### src/rtl/lpf_pkg.sv
// Shared definitions for the low-pass FIR output stages.
// Holds the default widths, the output sample type and a
// round-and-saturate helper for any stage that narrows the full-precision
// FIR accumulator to an output sample at the default widths.
package lpf_pkg;

   localparam int unsigned L_ACC_LEN_DEFAULT    = 36;
   localparam int unsigned L_OUT_LEN_DEFAULT    = 16;
   localparam int unsigned L_FRAC_SHIFT_DEFAULT = 15;
   localparam int unsigned L_DECIM_W_DEFAULT    = 8;
   localparam int unsigned L_FIFO_DEPTH_DEFAULT = 4;

   typedef logic signed [L_OUT_LEN_DEFAULT-1:0] sample_t;

   // One extra bit so adding the rounding constant can never wrap.
   localparam int unsigned L_SUM_LEN = L_ACC_LEN_DEFAULT + 1;
   localparam int unsigned L_RND_LEN = L_SUM_LEN - L_FRAC_SHIFT_DEFAULT;

   localparam sample_t L_OUT_MAX = {1'b0, {(L_OUT_LEN_DEFAULT-1){1'b1}}};
   localparam sample_t L_OUT_MIN = {1'b1, {(L_OUT_LEN_DEFAULT-1){1'b0}}};

   // Round half toward +inf, then clamp to the sample range.
   function automatic sample_t sat_round(input logic signed [L_ACC_LEN_DEFAULT-1:0] acc);
      logic signed [L_SUM_LEN-1:0] sum;
      logic signed [L_RND_LEN-1:0] r;
      logic signed [L_RND_LEN-1:0] r_max;
      logic signed [L_RND_LEN-1:0] r_min;
      r_max = L_RND_LEN'(L_OUT_MAX);
      r_min = L_RND_LEN'(L_OUT_MIN);
      sum   = $signed({acc[L_ACC_LEN_DEFAULT-1], acc})
            + $signed(L_SUM_LEN'(1) << (L_FRAC_SHIFT_DEFAULT - 1));
      r     = L_RND_LEN'(sum >>> L_FRAC_SHIFT_DEFAULT);
      if (r > r_max) begin
         return L_OUT_MAX;
      end else if (r < r_min) begin
         return L_OUT_MIN;
      end
      return r[L_OUT_LEN_DEFAULT-1:0];
   endfunction

endpackage

### src/rtl/sync_fifo.sv
// Single-clock first-word-fall-through FIFO.
// Ports:
//   clk, rst_n       clock, asynchronous active-low reset
//   flush_i          synchronous clear of all entries (wins over push/pop)
//   push_i, wdata_i  write request and data; accepted when not full, or when
//                    full and a pop happens in the same cycle
//   pop_i            remove the head entry (ignored when empty)
//   rdata_o          head entry, zero while empty
//   full_o, empty_o  occupancy flags
module sync_fifo
   import lpf_pkg::*;
#(
   parameter int unsigned WIDTH = L_OUT_LEN_DEFAULT,
   parameter int unsigned DEPTH = L_FIFO_DEPTH_DEFAULT
) (
   input  logic             clk,
   input  logic             rst_n,
   input  logic             flush_i,
   input  logic             push_i,
   input  logic [WIDTH-1:0] wdata_i,
   input  logic             pop_i,
   output logic [WIDTH-1:0] rdata_o,
   output logic             full_o,
   output logic             empty_o
);

   localparam int unsigned AW = $clog2(DEPTH);
   localparam int unsigned CW = AW + 1;

   logic [WIDTH-1:0] mem_q [DEPTH];
   logic [AW-1:0]    wptr_q, rptr_q;
   logic [CW-1:0]    cnt_q, cnt_d;
   logic             do_push, do_pop;

   assign full_o  = (cnt_q == CW'(DEPTH));
   assign empty_o = (cnt_q == '0);
   assign do_pop  = pop_i && !empty_o;
   assign do_push = push_i && (!full_o || do_pop);
   assign rdata_o = empty_o ? '0 : mem_q[rptr_q];

   always_comb begin
      cnt_d = cnt_q;
      if (do_push && !do_pop) begin
         cnt_d = cnt_q + CW'(1);
      end else if (!do_push && do_pop) begin
         cnt_d = cnt_q - CW'(1);
      end
   end

   always_ff @(posedge clk or negedge rst_n) begin
      if (!rst_n) begin
         wptr_q <= '0;
         rptr_q <= '0;
         cnt_q  <= '0;
      end else if (flush_i) begin
         wptr_q <= '0;
         rptr_q <= '0;
         cnt_q  <= '0;
      end else begin
         if (do_push) wptr_q <= wptr_q + AW'(1);
         if (do_pop)  rptr_q <= rptr_q + AW'(1);
         cnt_q <= cnt_d;
      end
   end

   // Storage needs no reset: rdata_o is masked while empty.
   always_ff @(posedge clk) begin
      if (do_push && !flush_i) begin
         mem_q[wptr_q] <= wdata_i;
      end
   end

endmodule

### src/rtl/lpf_decim.sv
// Decimating output stage behind the low-pass FIR.
// Keeps every Dth valid accumulator sample, rounds (half toward +inf) and
// saturates it to OUT_LEN bits over two pipeline stages, and queues results
// in a FWFT FIFO with a valid/ready output.
// Ports:
//   clk, rst_n            clock, asynchronous active-low reset
//   acc_i, acc_valid_i    full-precision FIR sample and its strobe
//   decim_i               decimation factor (0 behaves as 1)
//   clr_i                 synchronous flush of phase, pipeline, FIFO, flags
//   data_o, valid_o       FIFO head and its valid
//   ready_i               consumer accept
//   ovf_o                 sticky: a kept sample was dropped on a full FIFO
//   sat_o                 sticky: a kept sample was clamped
module lpf_decim
   import lpf_pkg::*;
#(
   parameter int unsigned ACC_LEN    = L_ACC_LEN_DEFAULT,
   parameter int unsigned OUT_LEN    = L_OUT_LEN_DEFAULT,
   parameter int unsigned FRAC_SHIFT = L_FRAC_SHIFT_DEFAULT,
   parameter int unsigned DECIM_W    = L_DECIM_W_DEFAULT,
   parameter int unsigned FIFO_DEPTH = L_FIFO_DEPTH_DEFAULT
) (
   input  logic                      clk,
   input  logic                      rst_n,
   input  logic signed [ACC_LEN-1:0] acc_i,
   input  logic                      acc_valid_i,
   input  logic        [DECIM_W-1:0] decim_i,
   input  logic                      clr_i,
   output logic signed [OUT_LEN-1:0] data_o,
   output logic                      valid_o,
   input  logic                      ready_i,
   output logic                      ovf_o,
   output logic                      sat_o
);

   localparam int unsigned SUM_LEN = ACC_LEN + 1;
   localparam int unsigned RND_LEN = SUM_LEN - FRAC_SHIFT;

   localparam logic signed [OUT_LEN-1:0] OUT_MAX = {1'b0, {(OUT_LEN-1){1'b1}}};
   localparam logic signed [OUT_LEN-1:0] OUT_MIN = {1'b1, {(OUT_LEN-1){1'b0}}};
   localparam logic signed [RND_LEN-1:0] RND_MAX = RND_LEN'(OUT_MAX);
   localparam logic signed [RND_LEN-1:0] RND_MIN = RND_LEN'(OUT_MIN);
   localparam logic signed [SUM_LEN-1:0] HALF    = SUM_LEN'(1) << (FRAC_SHIFT - 1);

   // ---------------- phase counter ----------------
   logic [DECIM_W-1:0] phase_q, phase_d;
   logic [DECIM_W-1:0] dlat_q, dlat_d;
   logic [DECIM_W-1:0] decim_eff, d_cur;
   logic               load_q;
   logic               keep;

   assign decim_eff = (decim_i == '0) ? DECIM_W'(1) : decim_i;
   // Right after reset/clear the factor has not been latched yet, so the
   // live input stands in for it on that first edge.
   assign d_cur     = load_q ? decim_eff : dlat_q;
   assign keep      = acc_valid_i && (phase_q == '0);

   always_comb begin
      phase_d = phase_q;
      dlat_d  = d_cur;
      if (acc_valid_i) begin
         if (phase_q >= d_cur - DECIM_W'(1)) begin
            phase_d = '0;
            dlat_d  = decim_eff;
         end else begin
            phase_d = phase_q + DECIM_W'(1);
         end
      end
   end

   always_ff @(posedge clk or negedge rst_n) begin
      if (!rst_n) begin
         phase_q <= '0;
         dlat_q  <= DECIM_W'(1);
         load_q  <= 1'b1;
      end else if (clr_i) begin
         phase_q <= '0;
         dlat_q  <= DECIM_W'(1);
         load_q  <= 1'b1;
      end else begin
         phase_q <= phase_d;
         dlat_q  <= dlat_d;
         load_q  <= 1'b0;
      end
   end

   // ---------------- stage 1: round ----------------
   logic signed [SUM_LEN-1:0] sum;
   logic signed [RND_LEN-1:0] r1_d, r1_q;
   logic                      v1_q;

   assign sum  = $signed({acc_i[ACC_LEN-1], acc_i}) + HALF;
   assign r1_d = RND_LEN'(sum >>> FRAC_SHIFT);

   // ---------------- stage 2: saturate ----------------
   logic                      hi, lo;
   logic signed [OUT_LEN-1:0] s2_d, s2_q;
   logic                      v2_q;

   assign hi   = (r1_q > RND_MAX);
   assign lo   = (r1_q < RND_MIN);
   assign s2_d = hi ? OUT_MAX : (lo ? OUT_MIN : r1_q[OUT_LEN-1:0]);

   // ---------------- FIFO write ----------------
   logic fifo_full, fifo_empty, pop, push, drop;
   logic sat_q, ovf_q;

   assign valid_o = !fifo_empty;
   assign pop     = valid_o && ready_i;
   assign push    = v2_q && (!fifo_full || pop);
   assign drop    = v2_q && fifo_full && !pop;
   assign sat_o   = sat_q;
   assign ovf_o   = ovf_q;

   always_ff @(posedge clk or negedge rst_n) begin
      if (!rst_n) begin
         r1_q  <= '0;
         v1_q  <= 1'b0;
         s2_q  <= '0;
         v2_q  <= 1'b0;
         sat_q <= 1'b0;
         ovf_q <= 1'b0;
      end else if (clr_i) begin
         r1_q  <= '0;
         v1_q  <= 1'b0;
         s2_q  <= '0;
         v2_q  <= 1'b0;
         sat_q <= 1'b0;
         ovf_q <= 1'b0;
      end else begin
         v1_q <= keep;
         if (keep) r1_q <= r1_d;
         v2_q <= v1_q;
         if (v1_q) s2_q <= s2_d;
         sat_q <= sat_q | (v1_q & (hi | lo));
         ovf_q <= ovf_q | drop;
      end
   end

   sync_fifo #(
      .WIDTH (OUT_LEN),
      .DEPTH (FIFO_DEPTH)
   ) u_fifo (
      .clk     (clk),
      .rst_n   (rst_n),
      .flush_i (clr_i),
      .push_i  (push),
      .wdata_i (s2_q),
      .pop_i   (pop),
      .rdata_o (data_o),
      .full_o  (fifo_full),
      .empty_o (fifo_empty)
   );

endmodule

### config.mk
export PLATFORM = sky130hd
export DESIGN_NAME = lpf_decim
export DESIGN_NICKNAME = d
export VERILOG_FILES = /design/src/rtl/lpf_pkg.sv /design/src/rtl/sync_fifo.sv /design/src/rtl/lpf_decim.sv
export SDC_FILE = /design/constraint.sdc
export NUM_CORES = 1
export LEC_CHECK = 0
export CAP_MARGIN = 20
export CORE_MARGIN = 2
export CORE_UTILIZATION = 51
export DETAILED_ROUTE_END_ITERATION = 10
export PLACE_DENSITY = 0.84
export SETUP_SLACK_MARGIN = 0.05
export SLEW_MARGIN = 20
export SYNTH_ARGS = -nofsm -noshare
export SYNTH_HDL_FRONTEND = slang
export SYNTH_HIERARCHICAL = 1
export SYNTH_SLANG_ARGS = --single-unit
### constraint.sdc
create_clock -name clk -period 2.9 [get_ports clk]
set_input_delay 0.58 -clock clk [delete_from_list [all_inputs] [get_ports clk]]
set_output_delay 0.58 -clock clk [all_outputs]
set_load 0.01 [all_outputs]
==> reports/metrics.cfg <==
[grt]
grt_max_degree=26
grt_usage_pct=22.4
grt_pass1_vias=4526
gr-total-overflow=0
grt_pass1_wl_microns=22800
antenna_found_initial=0

[power]
clkPwrFrac_pct=44.7
p_per_area_nw_per_um2=568
p_sw_share_pct=25.9
internal_power_w=0.00346
combPwrFrac_pct=10.9
p_seq_share_pct=44.4
total_power_w=0.00467
power.net_switching_w=0.00121
p_leak_nw=3.23
ir_drop_v=0.000414

[floorplan]
io_pins=68
fp.dieH_microns=116
row_count=40
initial_utilization_pct=52.8
die_area_sq_um=13500
die_w_microns=116
core_area_sq_um=12200

[run]
drv_cap=0

[clock_tree]
hold_buffers=0
insertion_delay_ns=0.42
clkTransAtPathRegs_ns=0.06
cts.sinks=130
cts_buffer_depth=2
htree_levels=4
cts_buffers=17
cts_tree=built
cts-root-buf=clkbuf_16

[timing]
finalCritPeriodShare_pct=108
hold_viol=0
final.setup.worst_slack_ns=-0.236
min_period_ns=3.14
tightestPinTransition_ns=0.925
maxSlewViolCount=0
rsz0062_at_grt=yes
max_freq_mhz=319
setup_viol=13
finalClockSkew_ns=0.00743
relSlewSlack_pct=38.1

[place]
dp_hpwl_microns=8680
dp_slack_ns=-0.669
placed_cell_area_sq_um=7320
globalplace.congestion=0.848
portBuffers=53

[critical_path]
rr_worst_depth=13
end_kind=flip-flop
cp_cell_sequence=buf_6 > buf_4 > buf_4 > mux2i_2 > xor2_1 > ha_1 > o21a_1 > nor2_2 > o31ai_4 > buf_4 > buf_6 > nand3_2 > a21oi_2
endpoint=dlat_q[1]$_DFF_PN0_
cpPeakStageDelay_ns=0.66
timing.critical_path.mode_cell=buf_4
cp_slowest_cell=dfstp_4
rr_startpoint=load_q$_DFF_PN1_
startpoint=load_q$_DFF_PN1_
cp_data_required_time_ns=3.24
crit_family=compound AO/OA/AOI/OAI gates
start_kind=flip-flop
ff2ff_setup_slack_ns=-0.24
cp.depth=13
crit_fanout=7
path_buf_inv=5
path_class=flip-flop to flip-flop
arrival_ns=3.48
r2r-end=dlat_q[1]$_DFF_PN0_

[synth]
ys_ff_latch=130
synthTopCellsByArea=edfxtp_1, dfrtp_1, mux4_2, ha_1, nand2_1
yosys.area.top_type_share_pct=29.9
synthCells=530
synthArstFlopShare_pct=50.8
avgSynthCellArea_sq_um=12.1
synth_edf_count=64
ys_warn_count=6
synth_flop_cell=edfxtp_1
synth_area_sq_um=6420
post-synth-top-area-cell=edfxtp_1
ys_types=57
synth_fp_nets=596
ys_seq_area_share_pct=55.7

[detailed_routing]
wl_per_cell_microns=17.9
via_per_inst=5.63
wirelength_microns=14400
via_count=4541
postRouteAntennaNets=0
drc_errors=0
drt-initial-drc-count=354
first_pass_iters=6

[cells_and_area]
final_core_util_pct=67.7
area_growth_pct=28.2
nets=691
drive_gt1_share_pct=24.6
final_cell_area_sq_um=8230
antennaDiodeCount=0

[outcome]
violations=setup timing
run_status=complete, but fails checks

[hold_path]
hp-class=primary input to async pin

[state kept, by name, summed over array words and instances, names as in the netlist, 2 cells and up]
| signal | cells |
|---|---|
| u_fifo/cnt_q | 3 |
| s2_q | 16 |
| u_fifo/rptr_q | 2 |
| u_fifo/mem_q | 64 |
| dlat_q | 8 |
| u_fifo/wptr_q | 2 |
| phase_q | 8 |
| r1_q | 22 |
[power by group through the flow]
stage / Sequential, W / Clock, W / Combinational [W]
after global routing: 0.00208 / 0.00220 / 0.000557
after CTS: 0.00207 / 0.00211 / 0.000474
after global placement: 0.00210 / 0 / 0.000415
after floorplan: 0.00208 / 0 / 0.000255
after detailed placement: 0.00210 / 0 / 0.000432
final: 0.00207 / 0.00209 / 0.000511
[routing by layer]
| metal | wire (microns) | global-route usage [%] | vias to the layer above |
|---|---|---|---|
| met5 | 0 | 0 | - |
| met4 | 431 | 8.65 | 0 |
| met3 | 830 | 5.09 | 37 |
| met2 | 7430 | 38.5 | 193 |
| met1 | 5740 | 27.9 | 2198 |
| li1 | - | - | 2113 |
[cells in the mapped netlist, types with 2 or more instances]
cell type	number
dfrtp_1	64
edfxtp_1	64
nand2_1	48
nor2_1	43
o21ai_0	29
nand2b_1	23
nor2b_1	20
mux2i_1	17
ha_1	16
mux4_2	16
xor2_1	15
a21oi_1	14
xnor2_1	14
inv_1	13
clkbuf_1	11
nand3_1	11
o21ai_1	10
buf_2	9
nor3_1	9
o31ai_1	7
nand4_1	6
and3_1	5
nor3b_1	5
o21a_1	5
o2bb2ai_1	4
or2_2	4
a31oi_1	3
buf_4	3
nor3_4	3
nor4_1	3
nor4b_1	3
a32oi_1	2
buf_6	2
dfstp_2	2
mux2_2	2
nor3_2	2
o311ai_0	2
or3_1	2
[worst min path at each step]
stage	slack [ns]	to	cells past startpoint
floorplan	0.28	dlat_q[1]$_DFF_PN0_	0
global placement	0.47	r1_q[3]$_DFFE_PN0P_	2
detailed placement	0.47	r1_q[7]$_DFFE_PN0P_	2
CTS	0.11	dlat_q[6]$_DFF_PN0_	1
global route	0.14	dlat_q[4]$_DFF_PN0_	1
finish	0.11	dlat_q[2]$_DFF_PN0_	1
[cell families after synthesis]
logic type,Yosys count,share of synthesized area [%]
AO/OA/AOI/OAI,85,8.73
XOR/XNOR,29,3.96
adder cells (fa/ha/maj),17,3.43
buffers and inverters,38,2.81
flip-flops,130,55.7
multiplexers,36,8.85
AND/OR/NAND/NOR,195,16.5
[per-stage QoR]
| step | hold WS (ns) | TNS, ns | instances |
|---|---|---|---|
| floorplan | 0.284 | -15.41 | 530 |
| global placement | 0.467 | -8.29 | 757 |
| detailed placement | 0.471 | -9.78 | 757 |
| global route | 0.138 | -2.02 | 806 |
| CTS | 0.111 | 0 | 800 |
| finish | 0.107 | -1.21 | 806 |
[cell usage in the layout, fill, tap and decap left out, types with 14 or more instances in the layout]
cell              n
xor2_1           15
mux4_2           16
edfxtp_1         64
clkdlybuf4s50_1  44
o21ai_0          28
nand2_1          48
nand2b_1         23
nor2_1           41
dfrtp_1          64
mux2i_1          15
buf_4            39
clkbuf_16        17
xnor2_1          14
nor2b_1          20
ha_1             15
[what timing repair did]
action | in CTS | in global routing
setup buffers | 11 | 6
gates cloned | 0 | 0
pin swaps | 12 | 21
setup endpoints to repair | 16 | 16
gates resized for setup | 33 | 21
[final cells by class]
cell class              count  area (sq um)
flip-flops and latches    130          3580
clock buffers              17           425
inverters                  13          48.8
multi-input cells         362          2880
repair buffers            101           925
well taps                 168           210
fillers                   820          3930
clock inverters            15           163
No activity file was read; power rests on OpenSTA's default activity.
==> RTL change 1 (config.mk and constraints unchanged) <==
The package constant `L_DECIM_W_DEFAULT` goes from 8 to 9.
--- a/src/rtl/lpf_pkg.sv
+++ b/src/rtl/lpf_pkg.sv
@@ -7,7 +7,7 @@
    localparam int unsigned L_ACC_LEN_DEFAULT    = 36;
    localparam int unsigned L_OUT_LEN_DEFAULT    = 16;
    localparam int unsigned L_FRAC_SHIFT_DEFAULT = 15;
-   localparam int unsigned L_DECIM_W_DEFAULT    = 8;
+   localparam int unsigned L_DECIM_W_DEFAULT    = 9;
    localparam int unsigned L_FIFO_DEPTH_DEFAULT = 4;
 
    typedef logic signed [L_OUT_LEN_DEFAULT-1:0] sample_t;
Interface: changed (resized decim_i); port bits go from 68 to 69. No check against the original RTL was run, so the function may have changed too.
==> RTL change 1 against the unedited design <==
  * The run still ends with negative setup slack left
  * Wire length fell by 2.5%
  * Total power shrank 1.3%
  * First-iteration DRC count fell by 9.3%
  * Worst hold slack gained 0.16 ns
  * Clock power is 4% lower
  * Design area is 0.27% lower
  * Sequential cell count increased by 2
  * Sequential power up 2%
  * Synthesized cell count increased by 7.0%
  * Area after synthesis rose by 3.2%
  * Critical path depth shrank 1
  * Worst setup slack gained 0.17 ns
  * Via count is 4.0% higher
==> RTL change 1: results (changes against the unedited design) <==
[placement]
hpwl_um = 9312  ; +7.3%
post-place-ws_ns = -0.9302  ; -0.2612 ns
placed_cell_area_um2 = 7560  ; +3.3%
gp_congestion = 0.8857  ; +4.5%
io_buffers = 54  ; +1.9%
place_inst = 796  ; +5.2%

[routing]
drt_iter0_markers = 321  ; -9.3%
drt_wl_total_um = 14070  ; -2.5%
dr.pass1.iters = 5  ; -1
vias = 4724  ; +4.0%

[run_status]
violations = negative setup slack
outcome = finished, violations left

[power]
ir_worst_vdd_mv = 0.3945  ; -4.8%
p_leak_nw = 3.166  ; -1.9%

[synth]
yosys-top-cells-area = edfxtp_1 29%, dfrtp_1 25%, mux4_2 5.4%
async_reset_ff_share_pct = 51.52  ; +0.75 points
synth_area_per_cell_um2 = 11.68  ; -3.6%
synth_top_cells_by_count = 66 x dfrtp_1, 64 x edfxtp_1, 56 x nand2_1
synth-seq-area-share_pct = 54.73  ; -0.96 points
syn-num-nets = 635  ; +6.5%
ys.flop_type = dfrtp_1
synth_warnings = 6  ; unchanged
synth.distinct_cells = 59  ; +3.5%

[finish]
fillers = 894  ; +9.0%
layout.nets = 715  ; +3.5%
fin_cells = 832  ; +3.2%
drive_gt1_share_pct = 21.06  ; -3.5 points

[global_route]
track_usage_pct = 21.19  ; -1.2 points
grt_max_degree = 54  ; +110%
grt_pass1_vias = 4784  ; +5.7%
grt_pass1_wl_um = 23490  ; +2.8%

[sta]
fin_worst_hold_slack_ns = 0.2681  ; +0.1614 ns
setup_slack_ns = -0.06919  ; +0.1668 ns
fin_skew_ns = 0.009418  ; +0.001987 ns
setup_viol = 9  ; -4
tightest_slew_ns = 1.072  ; +0.1479 ns

[worst_setup_path]
cp-startpoint = load_q
arrival_ns = 3.29  ; -0.19 ns
critical_path_peak_fanout = 8  ; +1
r2r_end = dlat_q[6]
cp_slowest_cell = dfstp_2
slowest_delay_ns = 0.58  ; -0.08 ns
reg2reg_depth = 12  ; -1
path_delay_family = compound AO/OA/AOI/OAI gates

==> RTL change 1: what timing repair did <==
item / 4_1_cts / 5_1_grt
hold endpoints to repair: 0 / 0
buffers inserted: 5 / 1
hold buffers: 0 / 0
cloned: 1 / 0
resized for setup: 23 / 22
endpoints found under the setup margin: 18 / 26
pin swaps: 14 / 14
==> RTL change 1: where the power goes <==
| group | switching [mW] | internal, mW | total [mW] |
|---|---|---|---|
| combinational | 0.264 | 0.214 | 0.477 |
| sequential | 0.0728 | 2.05 | 2.12 |
| clock | 0.804 | 1.21 | 2.01 |
| total | 1.14 | 3.47 | 4.61 |
==> RTL change 1: how the worst max path moves through the flow <==
stage	depth (start not counted)	slack [ns]	end
floorplan	9	-0.24	u_fifo/mem_q[0][0]
finish	12	-0.07	dlat_q[6]
global placement	15	-0.73	dlat_q[0]
CTS	12	-0.13	dlat_q[6]
global route	12	-0.17	dlat_q[6]
detailed placement	15	-0.93	dlat_q[6]
==> RTL change 1: area by class of cell <==
type | count | area share (%)
Clock buffer | 18 | 5.351
Clock inverter | 14 | 1.525
Inverter | 17 | 0.7776
Multi-Input combinational cell | 389 | 35.74
Sequential cell | 132 | 44.20
Tap cell | 172 | 2.622
Timing Repair Buffer | 90 | 9.788
==> RTL change 1: per-layer routing <==
metal / up-vias / track usage, % / share of wire [%]
met2: 174 / 35.72 / 51
met5: - / 0 / 0
met3: 39 / 4.360 / 5.7
li1: 2208 / - / -
met4: 0 / 10.17 / 2.8
met1: 2303 / 26.10 / 40
==> RTL change 1: stage by stage <==
stage               power (mW)  TNS [ns]  utilization (%)
floorplan                2.408    -15.76                -
global placement         2.584    -10.61            59.66
detailed placement       2.613    -13.13            59.66
CTS                      4.625    -1.368            64.75
global route             4.782    -1.916            64.77
finish                   4.612   -0.3745            64.77
==> RTL change 1: logic make-up after synthesis <==
family,after synthesis,synth area share (%)
and+or+nand+nor,213,17.34
DFF,132,54.73
AOI/OAI and AO/OA,88,8.121
adders and majority gates,18,3.513
muxes,39,9.027
buffers and inverters,46,3.173
xor gates and xnor gates,31,4.098
==> RTL change 2 (same settings) <==
Without the edit above. Reset style: synchronous (`rst_n`), changed in 3 clocked blocks. Comments in the files are not updated.
--- a/src/rtl/sync_fifo.sv
+++ b/src/rtl/sync_fifo.sv
@@ -47,7 +47,7 @@
       end
    end
 
-   always_ff @(posedge clk or negedge rst_n) begin
+   always_ff @(posedge clk) begin
       if (!rst_n) begin
          wptr_q <= '0;
          rptr_q <= '0;
--- a/src/rtl/lpf_decim.sv
+++ b/src/rtl/lpf_decim.sv
@@ -68,7 +68,7 @@
       end
    end
 
-   always_ff @(posedge clk or negedge rst_n) begin
+   always_ff @(posedge clk) begin
       if (!rst_n) begin
          phase_q <= '0;
          dlat_q  <= DECIM_W'(1);
@@ -112,7 +112,7 @@
    assign sat_o   = sat_q;
    assign ovf_o   = ovf_q;
 
-   always_ff @(posedge clk or negedge rst_n) begin
+   always_ff @(posedge clk) begin
       if (!rst_n) begin
          r1_q  <= '0;
          v1_q  <= 1'b0;
Check against the original RTL: differs if rst_n is asserted again (counterexample within 4 cycles, from zero or initial values and one cycle with rst_n low); with rst_n held inactive, the same outputs for 4 cycles.
==> RTL change 2 against the unedited design <==
  * The run still ends with negative setup slack left
  * Cell count shrank 6.1%
  * Clock power about the same
  * Sequential cell count up 2
  * Area after synthesis is 6.0% lower
  * Total power decreased by 5.0%
  * Wire length decreased by 4.0%
  * Sequential share of layout area decreased by 1.5 points
  * Global-route usage shrank 1.1 points
  * Combinational power is 31% lower
  * Design area decreased by 4.9%
  * Worst setup slack improved by 0.085 ns
  * Count of clock-buffer cells in the layout is 1 higher
  * Critical endpoint is now dlat_q[7]
  * Largest cell class unchanged
==> RTL change 2: results (changes against the unedited design) <==
[run_status]
outcome = finished, violations left
violations = negative setup slack

[global_route]
grt_max_degree = 45  ; +73%
grt_pass1_vias = 4349  ; -3.9%
grt_pass1_wl_um = 21290  ; -6.8%
track_usage_pct = 21.34  ; -1.1 points

[sta]
setup_slack_ns = -0.1508  ; +0.08526 ns
setup_viol = 14  ; +1
fin_skew_ns = 0.006273  ; -0.001158 ns
tns_ns = -1.355  ; -0.1452 ns
fin_worst_hold_slack_ns = 0.5049  ; +0.3982 ns
tightest_slew_ns = 0.8574  ; -0.06714 ns

[synth]
synth.distinct_cells = 55  ; -3.5%
async_reset_ff_share_pct = 0  ; -51 points
yosys-top-cells-area = edfxtp_1 32%, dfxtp_1 23%, mux4_2 3.7%
syn-num-nets = 581  ; -2.5%

[placement]
hpwl_um = 7860  ; -9.5%
post-place-ws_ns = -0.8140  ; -0.1450 ns
place_inst = 717  ; -5.3%
gp_congestion = 0.8015  ; -5.5%

[finish]
layout.nets = 668  ; -3.3%
fillers = 732  ; -11%

[worst_setup_path]
reg2reg_depth = 14  ; +1
reg2reg_from = load_q
arrival_ns = 3.32  ; -0.16 ns

[min_path]
min_path_type = reg2reg

[routing]
dr.pass1.iters = 5  ; -1
drt_wl_total_um = 13850  ; -4.0%
vias = 4382  ; -3.5%
drt_iter0_markers = 334  ; -5.6%

[power]
p_leak_nw = 2.637  ; -18%

-- RTL change 2: cell types whose count changed in the layout (fill, tap and decap cells not counted), sizes merged, moves of 7 or more --
cell / delta
a21oi: +29
nand2: -34
nor2: -10
mux2i: -8
dfxtp: +68
dfrtp: -64
o31ai: -7
a211oi: +7
-- RTL change 2: cells by family after synthesis --
group / after synthesis / synth area share (%)
fa+ha+maj: 18 / 3.855
flops: 132 / 54.38
mux: 26 / 8.021
xor+xnor: 35 / 5.078
compound gates: 106 / 10.05
simple gates: 157 / 15.54
buf+inv: 40 / 3.067
-- RTL change 2: area by class of cell --
class | instances | area (um^2) | area share [%]
timing repair buffer | 92 | 870.8 | 11.12
clock buffer | 18 | 429.2 | 5.482
clock inverter | 14 | 152.6 | 1.950
inverter | 15 | 56.30 | 0.7192
tap | 143 | 178.9 | 2.285
multi-input combinational | 343 | 2853 | 36.44
sequential | 132 | 3288 | 42.00
-- RTL change 2: how the worst min path moves through the flow --
stage	endpoint	depth (start not counted)
after CTS	ovf_o	2
after detailed placement	ovf_o	2
final	r1_q[3]	2
after floorplan	r1_q[0]	2
after global routing	sat_o	2
after global placement	ovf_o	2
-- RTL change 2: what timing repair did --
| action | 4_1_cts | 5_1_grt |
|---|---|---|
| setup endpoints to repair | 19 | 19 |
| pin swaps | 22 | 15 |
| setup buffers | 5 | 1 |
| gates resized for setup | 55 | 27 |
| gates cloned | 2 | 1 |
-- RTL change 2: routing by layer --
metal / wire length (um) / track usage [%] / up-vias
met3: 662 / 4.231 / 37
met5: 0 / 0 / -
li1: - / - / 2072
met2: 6845 / 35.33 / 135
met1: 5851 / 26.67 / 2138
met4: 495 / 11.06 / 0
-- RTL change 2: where the power goes --
group	switching, mW	internal [mW]	leakage [nW]
Sequential	0.0274	1.97	1.09
Combinational	0.187	0.166	1.27
Clock	0.818	1.27	0.277
Total	1.03	3.41	2.64
-- RTL change 2: worst max-delay path, stage by stage --
cell and delay [ns]:
buf_8 0.10, nor3_4 0.23, a31oi_4 0.12, nand2_2 0.13, o21ai_4 0.10, ha_4 0.19
nand2_4 0.09, nor2_4 0.05, xor2_1 0.18, mux2i_1 0.14, ha_2 0.21, a21o_1 0.19
a221o_2 0.41, a32o_2 0.34, o21ai_1 0.18, a21oi_1 0.08
-- RTL change 2: metrics by stage --
step | cell area, um^2 | util, % | total power [mW]
after floorplan | 6086 | - | 2.189
after global placement | 6935 | 60.48 | 2.314
after detailed placement | 6935 | 60.48 | 2.324
after CTS | 7687 | 67.04 | 4.434
after global routing | 7829 | 68.27 | 4.566
final | 7829 | 68.27 | 4.441
